--- config.mk ---
export PLATFORM = sky130hd
export DESIGN_NAME = fre_track_flat
export DESIGN_NICKNAME = d
export VERILOG_FILES = /design/src/rtl/fre_track_if.sv /design/src/rtl/fre_track.sv /design/src/flat_wrapper.sv
export SDC_FILE = /design/constraint.sdc
export NUM_CORES = 1
export LEC_CHECK = 0
export BUFFER_PORTS_ARGS = -buffer_cell sky130_fd_sc_hd__buf_2
export CORE_ASPECT_RATIO = 1.25
export CORE_MARGIN = 2
export CORE_UTILIZATION = 40
export DETAILED_ROUTE_END_ITERATION = 10
export SYNTH_ARGS = -nofsm -noshare
export SYNTH_HDL_FRONTEND = slang
export SYNTH_SLANG_ARGS = --single-unit
--- constraint.sdc ---
create_clock -name clk -period 8.3 [get_ports clk]
set_clock_uncertainty 0.15 [all_clocks]
set_input_delay 0.415 -clock clk [delete_from_list [all_inputs] [get_ports clk]]
set_output_delay 0.415 -clock clk [all_outputs]
set_load 0.005 [all_outputs]
--- src/rtl/fre_track_if.sv ---
// fre_track_if: signals between the pulse-width measurement stage, fre_track
// and its consumers.
//   cnt_in    16  filtered count from the measurement stage
//   avg_out   16  moving average of sampled counts
//   avg_valid  1  one-cycle pulse on a full-window average update
//   err_out   17  signed avg_out - nominal count
//   locked     1  tracker is locked to the nominal count
//   min_out   16  min sampled count while locked (optional feature)
//   max_out   16  max sampled count while locked (optional feature)
// master: producer of cnt_in / consumer of results; slave: fre_track itself.
interface fre_track_if;
  logic        [15:0] cnt_in;
  logic        [15:0] avg_out;
  logic               avg_valid;
  logic signed [16:0] err_out;
  logic               locked;
  logic        [15:0] min_out;
  logic        [15:0] max_out;

  modport master (
    output cnt_in,
    input  avg_out, avg_valid, err_out, locked, min_out, max_out
  );

  modport slave (
    input  cnt_in,
    output avg_out, avg_valid, err_out, locked, min_out, max_out
  );
endinterface

--- src/rtl/fre_track.sv ---
// fre_track: frequency tracker behind the pulse-width measurement block.
// Samples the count whenever it changes (or after HOLD_CYC stable cycles),
// keeps a 2^WIN_LOG2-deep moving average, reports the signed error against
// NOM_CNT and runs a lock/loss FSM with consecutive-hit qualification.
// Ports:
//   clk  in  system clock, rising edge
//   rst  in  asynchronous active-high reset
//   bus  fre_track_if.slave (cnt_in in; avg_out, avg_valid, err_out,
//        locked, min_out, max_out out)
// Optional feature: define FRE_TRACK_MINMAX_EN to track min/max sampled
// counts while locked; otherwise min_out/max_out are tied to 0.
//
// state  | meaning
// S_FILL | window not yet full, waiting for the first valid average
// S_ACQ  | counting consecutive hits towards lock
// S_LOCK | locked, counting consecutive misses towards loss
module fre_track #(
  parameter int WIN_LOG2 = 3,
  parameter int NOM_CNT  = 917,
  parameter int LOCK_TOL = 16,
  parameter int LOCK_CNT = 4,
  parameter int LOST_CNT = 3,
  parameter int HOLD_CYC = 2048
) (
  input logic        clk,
  input logic        rst,
  fre_track_if.slave bus
);
  localparam int WIN    = 1 << WIN_LOG2;
  localparam int SUM_W  = 16 + WIN_LOG2;
  localparam int HOLD_W = $clog2(HOLD_CYC);
  localparam int HC_W   = $clog2(LOCK_CNT + 1);
  localparam int MC_W   = $clog2(LOST_CNT + 1);

  typedef enum logic [1:0] {S_FILL, S_ACQ, S_LOCK} state_t;

  logic        [15:0]       r_cnt_q;
  logic        [15:0]       r_last_smp;
  logic        [15:0]       r_buf [WIN];
  logic        [WIN_LOG2-1:0] r_wr_ptr;
  logic        [SUM_W-1:0]  r_sum;
  logic        [WIN_LOG2:0] r_fill;
  logic        [HOLD_W-1:0] r_hold;
  logic                     r_sum_full;
  logic        [15:0]       r_avg;
  logic signed [16:0]       r_err;
  logic                     r_valid;
  state_t                   r_state;
  logic        [HC_W-1:0]   r_hit_cnt;
  logic        [MC_W-1:0]   r_miss_cnt;
  logic                     r_locked;

  logic        w_smp;
  logic        w_hit;
  logic        w_lock_entry;
  logic [15:0] w_avg;
  logic [16:0] w_err_abs;

  // A change and a hold timeout in the same cycle still give a single sample.
  assign w_smp = (r_cnt_q != r_last_smp) || (r_hold == HOLD_W'(HOLD_CYC - 1));
  assign w_avg = r_sum[WIN_LOG2 +: 16];
  assign w_err_abs = r_err[16] ? (~r_err + 17'd1) : r_err;
  assign w_hit = (w_err_abs <= 17'(LOCK_TOL));
  assign w_lock_entry = r_valid && w_hit && (r_state != S_LOCK) &&
                        (r_hit_cnt == HC_W'(LOCK_CNT - 1));

  always_ff @(posedge clk or posedge rst) begin
    if (rst) begin
      r_cnt_q    <= '0;
      r_last_smp <= '0;
      for (int i = 0; i < WIN; i++) r_buf[i] <= '0;
      r_wr_ptr   <= '0;
      r_sum      <= '0;
      r_fill     <= '0;
      r_hold     <= '0;
      r_sum_full <= 1'b0;
      r_avg      <= '0;
      r_err      <= '0;
      r_valid    <= 1'b0;
    end else begin
      r_cnt_q    <= bus.cnt_in;
      r_sum_full <= 1'b0;
      if (w_smp) begin
        r_buf[r_wr_ptr] <= r_cnt_q;
        r_wr_ptr        <= r_wr_ptr + 1'b1;
        // Evicted entry is still 0 while the window is filling.
        r_sum      <= r_sum + SUM_W'(r_cnt_q) - SUM_W'(r_buf[r_wr_ptr]);
        r_last_smp <= r_cnt_q;
        r_hold     <= '0;
        if (r_fill != (WIN_LOG2 + 1)'(WIN)) r_fill <= r_fill + 1'b1;
        r_sum_full <= (r_fill >= (WIN_LOG2 + 1)'(WIN - 1));
      end else begin
        r_hold <= r_hold + 1'b1;
      end
      r_valid <= r_sum_full;
      if (r_sum_full) begin
        r_avg <= w_avg;
        r_err <= 17'($signed({1'b0, w_avg}) - NOM_CNT);
      end
    end
  end

  always_ff @(posedge clk or posedge rst) begin
    if (rst) begin
      r_state    <= S_FILL;
      r_hit_cnt  <= '0;
      r_miss_cnt <= '0;
      r_locked   <= 1'b0;
    end else if (r_valid) begin
      case (r_state)
        S_FILL, S_ACQ: begin
          if (w_lock_entry) begin
            r_state   <= S_LOCK;
            r_hit_cnt <= '0;
            r_locked  <= 1'b1;
          end else begin
            r_state   <= S_ACQ;
            r_hit_cnt <= w_hit ? r_hit_cnt + 1'b1 : '0;
          end
        end
        S_LOCK: begin
          if (w_hit) begin
            r_miss_cnt <= '0;
          end else if (r_miss_cnt == MC_W'(LOST_CNT - 1)) begin
            r_state    <= S_ACQ;
            r_miss_cnt <= '0;
            r_hit_cnt  <= '0;
            r_locked   <= 1'b0;
          end else begin
            r_miss_cnt <= r_miss_cnt + 1'b1;
          end
        end
        default: r_state <= S_FILL;
      endcase
    end
  end

  assign bus.avg_out   = r_avg;
  assign bus.avg_valid = r_valid;
  assign bus.err_out   = r_err;
  assign bus.locked    = r_locked;

`ifdef FRE_TRACK_MINMAX_EN
  logic [15:0] r_min;
  logic [15:0] r_max;

  // Entry load wins over a sample landing on the same edge.
  always_ff @(posedge clk or posedge rst) begin
    if (rst) begin
      r_min <= '0;
      r_max <= '0;
    end else if (w_lock_entry) begin
      r_min <= r_avg;
      r_max <= r_avg;
    end else if ((r_state == S_LOCK) && w_smp) begin
      if (r_cnt_q < r_min) r_min <= r_cnt_q;
      if (r_cnt_q > r_max) r_max <= r_cnt_q;
    end
  end

  assign bus.min_out = r_min;
  assign bus.max_out = r_max;
`else
  assign bus.min_out = '0;
  assign bus.max_out = '0;
`endif
endmodule

--- src/flat_wrapper.sv ---
// flat-port wrapper written by rule: the top's interface ports become plain ports
module fre_track_flat 
#(
  parameter int WIN_LOG2 = 3,
  parameter int NOM_CNT  = 917,
  parameter int LOCK_TOL = 16,
  parameter int LOCK_CNT = 4,
  parameter int LOST_CNT = 3,
  parameter int HOLD_CYC = 2048
)
  (clk, rst, bus_cnt_in, bus_avg_out, bus_avg_valid, bus_err_out, bus_locked, bus_min_out, bus_max_out);
  fre_track_if bus_i ();
  input logic clk;
  input logic rst;
  input wire logic [$bits(bus_i.cnt_in)-1:0] bus_cnt_in;
  output wire logic [$bits(bus_i.avg_out)-1:0] bus_avg_out;
  output wire logic [$bits(bus_i.avg_valid)-1:0] bus_avg_valid;
  output wire logic [$bits(bus_i.err_out)-1:0] bus_err_out;
  output wire logic [$bits(bus_i.locked)-1:0] bus_locked;
  output wire logic [$bits(bus_i.min_out)-1:0] bus_min_out;
  output wire logic [$bits(bus_i.max_out)-1:0] bus_max_out;
  assign bus_i.cnt_in = bus_cnt_in;
  assign bus_avg_out = bus_i.avg_out;
  assign bus_avg_valid = bus_i.avg_valid;
  assign bus_err_out = bus_i.err_out;
  assign bus_locked = bus_i.locked;
  assign bus_min_out = bus_i.min_out;
  assign bus_max_out = bus_i.max_out;
  fre_track #(.WIN_LOG2(WIN_LOG2), .NOM_CNT(NOM_CNT), .LOCK_TOL(LOCK_TOL), .LOCK_CNT(LOCK_CNT), .LOST_CNT(LOST_CNT), .HOLD_CYC(HOLD_CYC)) u_core (.clk(clk), .rst(rst), .bus(bus_i));
endmodule
==> results.py, run 1 <==
metrics = {
    "outcome": {
        "status": "finished, final reports clean",
    },
    "route": {
        "vias": 7219,
        "met3_length_um": 920,
        "first_pass_iters": 4,
        "drc": 0,
        "dr.first_iter.drc_count": 362,
        "dr_wl_met2_um": 11400,
        "viasPerCell": 5.02,
        "wirelength_um": 23800,
        "top_layer": "met4",
        "post_drt_wl_per_cell_um": 16.6,
        "ant_nets": 0,
        "wl_met1_um": 11100,
    },
    "timing": {
        "final_hold_viol_count": 0,
        "setup_viol_count_final": 0,
        "rsz0062_at_grt": "no",
        "slew_headroom_pct": 36.8,
        "fin_crit_ns": 4.81,
        "period_share_pct": 58.0,
        "drv_slew": 0,
        "worstMarginPinSlew_ns": 0.939,
        "fmax_mhz": 208,
        "whs_ns": 0.328,
        "finalSetupTns_ns": 0,
    },
    "power_and_ir_drop": {
        "ir_worst_vdd_mv": 0.168,
        "powerDensity_nw_per_um2": 415,
        "cellLeakagePower_nw": 5.99,
        "power.total_mw": 5.67,
    },
    "clock_network": {
        "cts-root-buf": "clkbuf_16",
        "insertion_delay_ns": 0.53,
        "cts_hold_buf": 17,
        "clock-sinks": 240,
        "cts_resized": 0,
        "cts_buffers": 27,
        "clk_path_buf_depth": 3,
        "htree_levels": 1,
        "cts_tree": "done",
        "clk_pin_slew_worst_paths_ns": 0.06,
        "post-cts-setup-buffers": 0,
    },
    "logic_synthesis": {
        "netlist_area_um2": 12100,
        "syn_avg_cell_area_um2": 12.5,
        "ys_async_sr_fraction_pct": 100,
        "post_synth_inst_count": 968,
        "synth_edf_count": 0,
        "synth.distinct_cells": 63,
        "yosysSeqAreaShare_pct": 49.8,
        "synth_ff_type": "dfrtp_1",
        "synth_warnings": 0,
        "ys_ff_latch": 240,
    },
    "critical_path": {
        "cp-start-kind": "flop",
        "cp_max_fo": 28,
        "crit_path_top_delay_cell": "dfrtp_2",
        "cp_common_cell": "a211oi_1",
        "cp-end-kind": "flop",
        "cp.required_ns": 8.56,
        "critPathTopFamily": "compound AO/OA/AOI/OAI gates",
        "worstSetupPathType": "flop to flop",
        "path_cells": "buf_4 -> mux4_2 -> mux2_2 -> fa_1 -> inv_1 -> ha_1 -> a211oi_1 -> o21bai_1 -> o2111ai_1 -> a211oi_1 -> o21ai_0 -> mux2i_1 -> nor2_1",
        "critical-path-max-stage-delay_ns": 0.64,
        "worstPathArrival_ns": 5.08,
        "critical_path_buf_inv_count": 2,
    },
    "grt": {
        "grt-ovfl-total": 0,
        "grt_pass1_wl_um": 39900,
        "grt_pass1_vias": 7340,
        "antenna_found_initial": 0,
        "grtUsageTotal_pct": 15.7,
        "grt_max_degree": 115,
    },
    "final_layout": {
        "antennaDiodeCount": 0,
        "syn_to_final_growth_pct": 13.2,
        "drive_gt1_share_pct": 31.5,
        "nets": 1079,
    },
    "floorplanning": {
        "die_area_um2": 31600,
        "die_h_um": 198,
        "core_area_um2": 29800,
        "io-pin-count": 85,
        "die-width_um": 159,
        "initial_utilization_pct": 40.4,
        "row_count": 71,
    },
    "flow_run": {
        "drv_cap": 0,
    },
    "place": {
        "hpwl_um": 15700,
        "gp_congestion": 0.813,
        "port_buffers": 52,
    },
    "min_path": {
        "hold_class": "flop to flop",
    },
}
power breakdown:
part | internal (mW) | switching (mW)
Clock | 0.717 | 0.466
Combinational | 1.32 | 1.28
Sequential | 1.61 | 0.274
registers in the layout (all words and copies together) (netlist names):
signal                count
u_core.bus.avg_out       16
u_core.bus.avg_valid      1
u_core.bus.err_out       17
u_core.bus.locked         1
u_core.r_buf            128
u_core.r_cnt_q           16
u_core.r_fill             4
u_core.r_hit_cnt          3
u_core.r_hold            11
u_core.r_last_smp        16
u_core.r_miss_cnt         2
u_core.r_state            2
u_core.r_sum             19
u_core.r_sum_full         1
u_core.r_wr_ptr           3
worst paths after layout:
| path | endpoint | cells past startpoint | from | slack, ns |
|---|---|---|---|---|
| max in group asynchronous | u_core.r_buf[40] | 4 | rst | 6.19 |
| min | u_core.r_sum[0] | 2 | u_core.r_sum[0] | 0.33 |
| max reg2reg | u_core.r_sum[17] | 13 | u_core.r_wr_ptr[0] | 3.49 |
| min reg2reg | u_core.r_sum[0] | 2 | u_core.r_sum[0] | 0.33 |
| max | u_core.r_sum[17] | 13 | u_core.r_wr_ptr[0] | 3.49 |
| min in group asynchronous | u_core.r_miss_cnt[1] | 3 | rst | 0.38 |
layout make-up:
cell class	count	area (µm²)
clock buffer	42	792
clock inverter	8	97.6
fill	2734	16200
inverter	77	297
multi-input combinational	586	5400
sequential	240	6010
tap	401	502
timing repair buffer	85	551
worst register-to-register path, cell delays in order (launching register included):
cell,delay (ns)
dfrtp_2,0.64
buf_4,0.55
mux4_2,0.59
mux2_2,0.29
fa_1,0.54
inv_1,0.07
ha_1,0.31
a211oi_1,0.29
o21bai_1,0.17
o2111ai_1,0.40
a211oi_1,0.18
o21ai_0,0.25
mux2i_1,0.21
nor2_1,0.06
metal layers:
| layer | GRT usage (%) | up-vias |
|---|---|---|
| li1 | - | 3372 |
| met4 | 4.41 | 0 |
| met1 | 21.4 | 3661 |
| met2 | 26.5 | 153 |
| met3 | 2.07 | 33 |
| met5 | 0 | - |
through the flow:
stage | utilization [%] | setup WS (ns) | area, µm² | std cells
2_1_floorplan | - | 1.15 | 12200 | 999
3_3_place_gp | 42.2 | 3.56 | 12600 | 1372
3_5_place_dp | 42.2 | 3.48 | 12600 | 1372
4_1_cts | 45.7 | 3.48 | 13600 | 1439
5_1_grt | 45.7 | 3.11 | 13600 | 1439
6_report | 45.7 | 3.49 | 13600 | 1439
cells by family after synthesis:
kind of cell | after synthesis | share of synthesized area, %
XOR/XNOR | 54 | 3.92
AO/OA/AOI/OAI | 100 | 5.42
multiplexers | 203 | 21.9
flip-flops | 240 | 49.8
other | 1 | 0.0311
adder cells (fa/ha/maj) | 44 | 5.56
AND/OR/NAND/NOR | 153 | 6.84
buffers and inverters | 173 | 6.54
cell usage in the layout (no fill, tap or decap), types with 6 or more instances in the layout:
master and count:
inv_1 76, conb_1 32, mux4_2 32, ha_1 28, mux2_2 167, clkbuf_1 9
xnor2_1 28, buf_2 52, fa_1 16, dlygate4sd3_1 17, nand3_1 11, a211oi_1 6
clkbuf_16 27, dfrtp_1 239, nor2_1 45, buf_4 16, o21ai_0 23, a21o_1 7
xor2_1 26, nand2_1 43, clkbuf_8 6, a21oi_1 31
cell usage after synthesis (3+ instances only):
library cell	n	area (µm²)
mux4_2	32	721
a31oi_1	5	31.3
nand3b_1	4	30.0
buf_2	9	45.0
ha_1	28	350
nor3_1	4	20.0
nor4_1	5	31.3
o21ai_0	23	115
dfrtp_1	240	6010
inv_1	77	289
a21oi_1	32	160
nand2_1	43	161
fa_1	16	320
nand2b_1	4	25.0
buf_1	8	30.0
nand3_1	11	55.1
or3_1	4	25.0
o211ai_1	5	37.5
xnor2_1	28	245
xor2_1	26	228
mux2i_1	4	40.0
mux2_2	167	1880
clkbuf_1	45	169
nor2_1	45	169
or4_1	3	22.5
nor2b_1	4	25.0
a21o_1	7	52.6
a211oi_1	6	45.0
buf_4	34	255
and3_1	5	31.3
(Power assumes the default switching activity.)
==> run 2, diff against run 1 <==
Settings changed: ABC_AREA from default to 1.
Clock period 8.3 ns to 4.25 ns, I/O delays scaled along.
==> run 2 against run 1 <==
Against the previous run: worst hold slack worse by 0.16 ns; largest cell class unchanged; clock-buffer cell count is 4 lower; routed wire length is 18% higher; critical endpoint is now u_core.r_sum[13]; total power is 110% higher; setup slack worse by 3.2 ns; largest power group unchanged; first-iteration DRC count is 80% higher; synthesized area is 1.7% higher; via count is 29% higher.
==> results.py, run 2 <==
metrics = {
    "outcome": {
        "status": "finished, final reports clean",
    },
    "final_layout": {
        "final_cells": 1877,
        "mostFrequentLayoutCells": "nand2_1, dfrtp_1, nor2_1",
        "syn_to_final_growth_pct": 11.9,
        "layout_commonest_cell": "nand2_1",
        "largest_reg_flops": 128,
        "num-fill-cells": 2991,
        "top_register": "u_core.r_buf",
        "nets": 1519,
        "antennaDiodeCount": 0,
        "drive_gt1_share_pct": 10.2,
    },
    "logic_synthesis": {
        "synthTopCellsByCount": "nand2_1, dfrtp_1, nor2_1",
        "synth_top_area_share_pct": 48.9,
        "ys_ff_latch": 240,
        "netlist_area_um2": 12300,
        "synth_edf_count": 0,
        "synth_ff_type": "dfrtp_1",
        "post_synth_inst_count": 1413,
        "yosys.area.top_type": "dfrtp_1",
        "syn_avg_cell_area_um2": 8.68,
        "yosysSeqAreaShare_pct": 48.9,
        "yosys-top-cells-area": "dfrtp_1, nand2_1, o21ai_1",
        "synth_warnings": 0,
        "yosys.cell_count.top_type": "nand2_1",
        "ys_async_sr_fraction_pct": 100,
        "synth.distinct_cells": 46,
    },
    "route": {
        "dr.first_iter.drc_count": 651,
        "wirelength_um": 28100,
        "vias": 9296,
        "viasPerCell": 4.95,
        "ant_nets": 0,
        "drc": 0,
        "post_drt_wl_per_cell_um": 15.0,
        "first_pass_iters": 5,
    },
    "power_and_ir_drop": {
        "ir_worst_vdd_mv": 0.440,
        "power.total_mw": 12.0,
        "powerDensity_nw_per_um2": 875,
        "cellLeakagePower_nw": 6.55,
    },
    "critical_path": {
        "rrSetupSlack_ns": 0.27,
        "cp-start-kind": "flop",
        "cp-startpoint": "u_core.r_wr_ptr[0]",
        "worstPathArrival_ns": 4.21,
        "r2r_start": "u_core.r_wr_ptr[0]",
        "rr_worst_depth": 16,
        "rr_endpoint": "u_core.r_sum[13]",
        "cp_max_fo": 19,
        "cp.required_ns": 4.48,
        "cp-end-kind": "flop",
        "worstSetupPathType": "flop to flop",
    },
    "place": {
        "place_inst": 1812,
        "port_buffers": 52,
        "hpwl_um": 19400,
        "gp_congestion": 0.876,
    },
    "floorplanning": {
        "initial_utilization_pct": 40.7,
        "die_h_um": 200,
        "die-width_um": 161,
        "core_area_um2": 30100,
        "io-pin-count": 85,
        "die_area_um2": 32100,
        "row_count": 71,
    },
    "grt": {
        "grtUsageTotal_pct": 18.0,
        "grt_pass1_wl_um": 47300,
        "grt_pass1_vias": 9125,
        "grt-ovfl-total": 0,
        "antenna_found_initial": 0,
        "grt_max_degree": 130,
    },
    "min_path": {
        "hold_start": "bus_cnt_in[6]",
        "hold_class": "primary input to flop",
        "holdPathStages": 2,
        "whs_endpoint": "u_core.r_cnt_q[6]",
    },
    "clock_network": {
        "insertion_delay_ns": 0.53,
        "cts-root-buf": "clkbuf_16",
        "clk_pin_slew_worst_paths_ns": 0.06,
        "cts_buffers": 26,
        "post-cts-setup-buffers": 0,
        "clk_path_buf_depth": 3,
        "cts_tree": "done",
        "clock-sinks": 240,
        "htree_levels": 1,
    },
    "timing": {
        "final_hold_viol_count": 0,
        "rsz0062_at_grt": "no",
        "setup_viol_count_final": 0,
        "drv_slew": 0,
        "period_share_pct": 93.7,
        "worstMarginPinSlew_ns": 0.995,
        "finalSetupTns_ns": 0,
        "slew_headroom_pct": 33.6,
        "whs_ns": 0.164,
        "fin_crit_ns": 3.98,
        "fmax_mhz": 251,
    },
    "flow_run": {
        "drv_cap": 0,
    },
}
run 2: cell types whose count changed in the layout (fill, tap and decap cells not counted), sizes merged, moves of 7 or more:
| cell | delta |
|---|---|
| o21a | +14 |
| nand4 | +7 |
| mux2 | -167 |
| xnor2 | -12 |
| nor4 | -7 |
| o21ai | +226 |
| nor2 | +106 |
| mux4 | -32 |
| nand2 | +258 |
| o2111ai | +14 |
| xor2 | -9 |
| nand3 | +37 |
| inv | +46 |
run 2: what timing repair did:
action	4_1_cts	5_1_grt
resized for setup	0	3
hold endpoints to repair	256	0
hold buffers	18	0
setup endpoints to repair	0	3
run 2: worst max-delay path, cell delays in order, from the launching register on:
cell and delay, ns:
dfrtp_2 0.36, buf_4 0.18, inv_2 0.16, buf_4 0.22, o21ai_0 0.33, o2111ai_1 0.22
fa_1 0.52, inv_1 0.04, ha_1 0.34, nand2_1 0.14, inv_1 0.06, a21oi_1 0.27
o21ai_0 0.18, a21o_1 0.19, or2_2 0.26, nand3_1 0.06, o21ai_0 0.11
run 2: cells by family after synthesis:
family | Yosys count | share of synthesized area [%]
xor+xnor | 33 | 2.42
flops | 240 | 48.9
fa+ha+maj | 44 | 5.47
simple gates | 534 | 18.7
compound gates | 332 | 15.0
buf+inv | 229 | 9.47
other cells | 1 | 0.0306
run 2: layer usage:
| layer | routed length, µm | GRT usage [%] | share of wire [%] |
|---|---|---|---|
| met1 | 12900 | 24.2 | 46 |
| met2 | 13400 | 31.2 | 48 |
| met3 | 1190 | 2.25 | 4.2 |
| met4 | 633 | 4.87 | 2.2 |
| met5 | 0 | 0 | 0 |
run 2: final cells by class:
class / count / area, µm² / area share [%]
clock buffers: 38 / 767 / 5.59
well taps: 401 / 502 / 3.65
multi-input cells: 975 / 5220 / 38.0
clock inverters: 9 / 145 / 1.06
repair buffers: 88 / 613 / 4.47
inverters: 126 / 477 / 3.47
flip-flops and latches: 240 / 6010 / 43.7
run 2: metrics by stage:
step | setup WS, ns | util (%) | cell area (µm²)
floorplan | 0.459 | - | 12400
global placement | 0.361 | 42.0 | 12600
detailed placement | 0.327 | 42.0 | 12600
CTS | 0.290 | 45.6 | 13700
global route | 0.0151 | 45.6 | 13700
finish | 0.267 | 45.6 | 13700
run 2: worst max path at each step:
stage,endpoint,slack (ns),cells after the start
3_3_place_gp,u_core.r_sum[13],0.36,14
3_5_place_dp,u_core.r_sum[18],0.33,15
4_1_cts,u_core.r_sum[18],0.29,15
2_1_floorplan,u_core.r_sum[13],0.46,15
6_report,u_core.r_sum[13],0.27,16
5_1_grt,u_core.r_sum[13],0.02,16
run 2: power by group:
| group | leakage [nW] | total (mW) | switching, mW | internal [mW] |
|---|---|---|---|---|
| Clock | 0.452 | 2.39 | 0.903 | 1.49 |
| Combinational | 3.22 | 5.77 | 3.48 | 2.30 |
| Sequential | 2.87 | 3.85 | 0.622 | 3.23 |
==> run 3, diff against run 2 <==
Settings changed: BUFFER_PORTS_ARGS -buffer_cell sky130_fd_sc_hd__buf_2 to -buffer_cell sky130_fd_sc_hd__clkbuf_2, PLACE_DENSITY from default to 0.66.
==> run 3 against run 2 <==
Against the previous run: final area down 0.46%; worst hold slack better by 0.0075 ns; largest cell class unchanged; clock-buffer cell count up 2; sequential power about the same; largest power group unchanged; combinational power up 0.9%; fmax up 1.5%; non-clock buffer count up 2; critical path type unchanged.
==> results.py, run 3 (synthesis gave the netlist of run 2 again) <==
metrics = {
    "final_layout": {
        "largest_reg_flops": 128,
        "nets": 1521,
        "antennaDiodeCount": 0,
        "top_register": "u_core.r_buf",
        "final_cell_area_um2": 13700,
        "drive_gt1_share_pct": 10.2,
        "syn_to_final_growth_pct": 11.4,
        "mostFrequentLayoutCells": "nand2_1, dfrtp_1, nor2_1",
        "layout_commonest_cell": "nand2_1",
    },
    "floorplanning": {
        "core_area_um2": 30100,
        "die_h_um": 200,
        "io-pin-count": 85,
        "row_count": 71,
        "die-width_um": 161,
        "initial_utilization_pct": 40.7,
        "die_area_um2": 32100,
    },
    "power_and_ir_drop": {
        "cellLeakagePower_nw": 6.51,
        "power.total_mw": 11.9,
        "ir_worst_vdd_mv": 0.476,
        "powerDensity_nw_per_um2": 870,
    },
    "critical_path": {
        "endpoint": "u_core.r_sum[18]",
        "cp-start-kind": "flop",
        "cp_max_fo": 5,
        "worstSetupPathType": "flop to flop",
        "rr_worst_depth": 16,
        "rr_endpoint": "u_core.r_sum[18]",
        "cp.required_ns": 4.49,
        "worstPathArrival_ns": 4.16,
        "rrSetupSlack_ns": 0.32,
        "cp-startpoint": "u_core.r_wr_ptr[1]",
        "cp-end-kind": "flop",
        "r2r_start": "u_core.r_wr_ptr[1]",
    },
    "place": {
        "port_buffers": 52,
        "gp_congestion": 0.923,
        "post-place-ws_ns": 0.284,
        "hpwl_um": 18900,
        "place_area_um2": 12600,
    },
    "timing": {
        "setup_viol_count_final": 0,
        "drv_slew": 0,
        "finalSetupTns_ns": 0,
        "fmax_mhz": 255,
        "rsz0062_at_grt": "no",
        "fin_ws_ns": 0.325,
        "period_share_pct": 92.4,
        "final_hold_viol_count": 0,
        "worstMarginPinSlew_ns": 1.14,
        "fin_crit_ns": 3.93,
        "slew_headroom_pct": 24.3,
    },
    "route": {
        "dr.first_iter.drc_count": 619,
        "viasPerCell": 5.00,
        "drc": 0,
        "first_pass_iters": 5,
        "wirelength_um": 27900,
        "post_drt_wl_per_cell_um": 14.9,
        "ant_nets": 0,
        "vias": 9404,
    },
    "clock_network": {
        "post-cts-setup-buffers": 0,
        "clk_pin_slew_worst_paths_ns": 0.06,
        "clk_path_buf_depth": 3,
        "cts_buffers": 26,
        "clock-sinks": 240,
        "cts_tree": "done",
        "cts-root-buf": "clkbuf_16",
        "insertion_delay_ns": 0.53,
        "htree_levels": 1,
    },
    "grt": {
        "grtUsageTotal_pct": 17.6,
        "antenna_found_initial": 0,
        "grt_pass1_wl_um": 45800,
        "grt_pass1_vias": 8920,
        "grt-ovfl-total": 0,
        "grt_max_degree": 193,
    },
    "min_path": {
        "holdPathStages": 2,
        "hold_class": "primary input to flop",
        "hold_start": "bus_cnt_in[13]",
    },
    "flow_run": {
        "drv_cap": 0,
    },
    "outcome": {
        "status": "finished, final reports clean",
    },
}
-- run 3: cell count changes in the layout (fill, tap and decap cells not counted), moves of 2 or more --
cell and change:
buf_2 -52, clkbuf_1 +2, buf_4 +3, clkbuf_2 +52, bufinv_16 -3, clkinvlp_4 +3
-- run 3: what timing repair did --
item	4_1_cts	5_1_grt
hold buffers	18	0
setup endpoints to repair	0	3
hold endpoints to repair	256	0
gates resized for setup	0	2
-- run 3: worst min path at each step --
stage                         endpoint  slack [ns]
floorplan            u_core.r_cnt_q[0]        0.09
global placement     u_core.r_cnt_q[0]       -0.06
detailed placement   u_core.r_cnt_q[0]       -0.06
CTS                 u_core.r_cnt_q[13]        0.14
global route        u_core.r_cnt_q[13]        0.17
finish              u_core.r_cnt_q[13]        0.17
-- run 3: power breakdown --
part | switching [mW] | internal (mW)
Clock | 0.902 | 1.31
Combinational | 3.48 | 2.34
Sequential | 0.620 | 3.23
-- run 3: cell type report --
| cell class | count | area, µm² |
|---|---|---|
| fill | 2896 | 16400 |
| sequential | 240 | 6010 |
| multi-input combinational | 975 | 5220 |
| clock buffer | 40 | 774 |
| timing repair buffer | 90 | 616 |
| tap | 401 | 502 |
| inverter | 126 | 479 |
| clock inverter | 8 | 72.6 |
-- run 3: worst max-delay path, stage by stage, from the launching register on --
cell,delay (ns)
dfrtp_1,0.42
inv_1,0.08
nor2_1,0.28
o21ai_0,0.18
o2111ai_1,0.30
fa_1,0.52
fa_1,0.43
inv_1,0.09
nand3_1,0.07
nand2_1,0.14
a21boi_0,0.10
buf_4,0.15
o21ai_0,0.38
nand2_1,0.13
a21o_1,0.18
nand3_1,0.05
o21ai_0,0.10
-- run 3: metrics by stage --
| step | instances | utilization [%] | hold slack [ns] |
|---|---|---|---|
| 2_1_floorplan | 1444 | - | 0.0939 |
| 3_3_place_gp | 1814 | 42.0 | -0.0626 |
| 3_5_place_dp | 1814 | 42.0 | -0.0614 |
| 4_1_cts | 1880 | 45.4 | 0.143 |
| 5_1_grt | 1880 | 45.4 | 0.174 |
| 6_report | 1880 | 45.4 | 0.172 |
-- run 3: layer usage --
metal	GRT usage (%)	share of wire (%)
met1	23.1	44
met2	31.2	50
met3	1.92	4.2
met4	4.74	2.1
met5	0	0
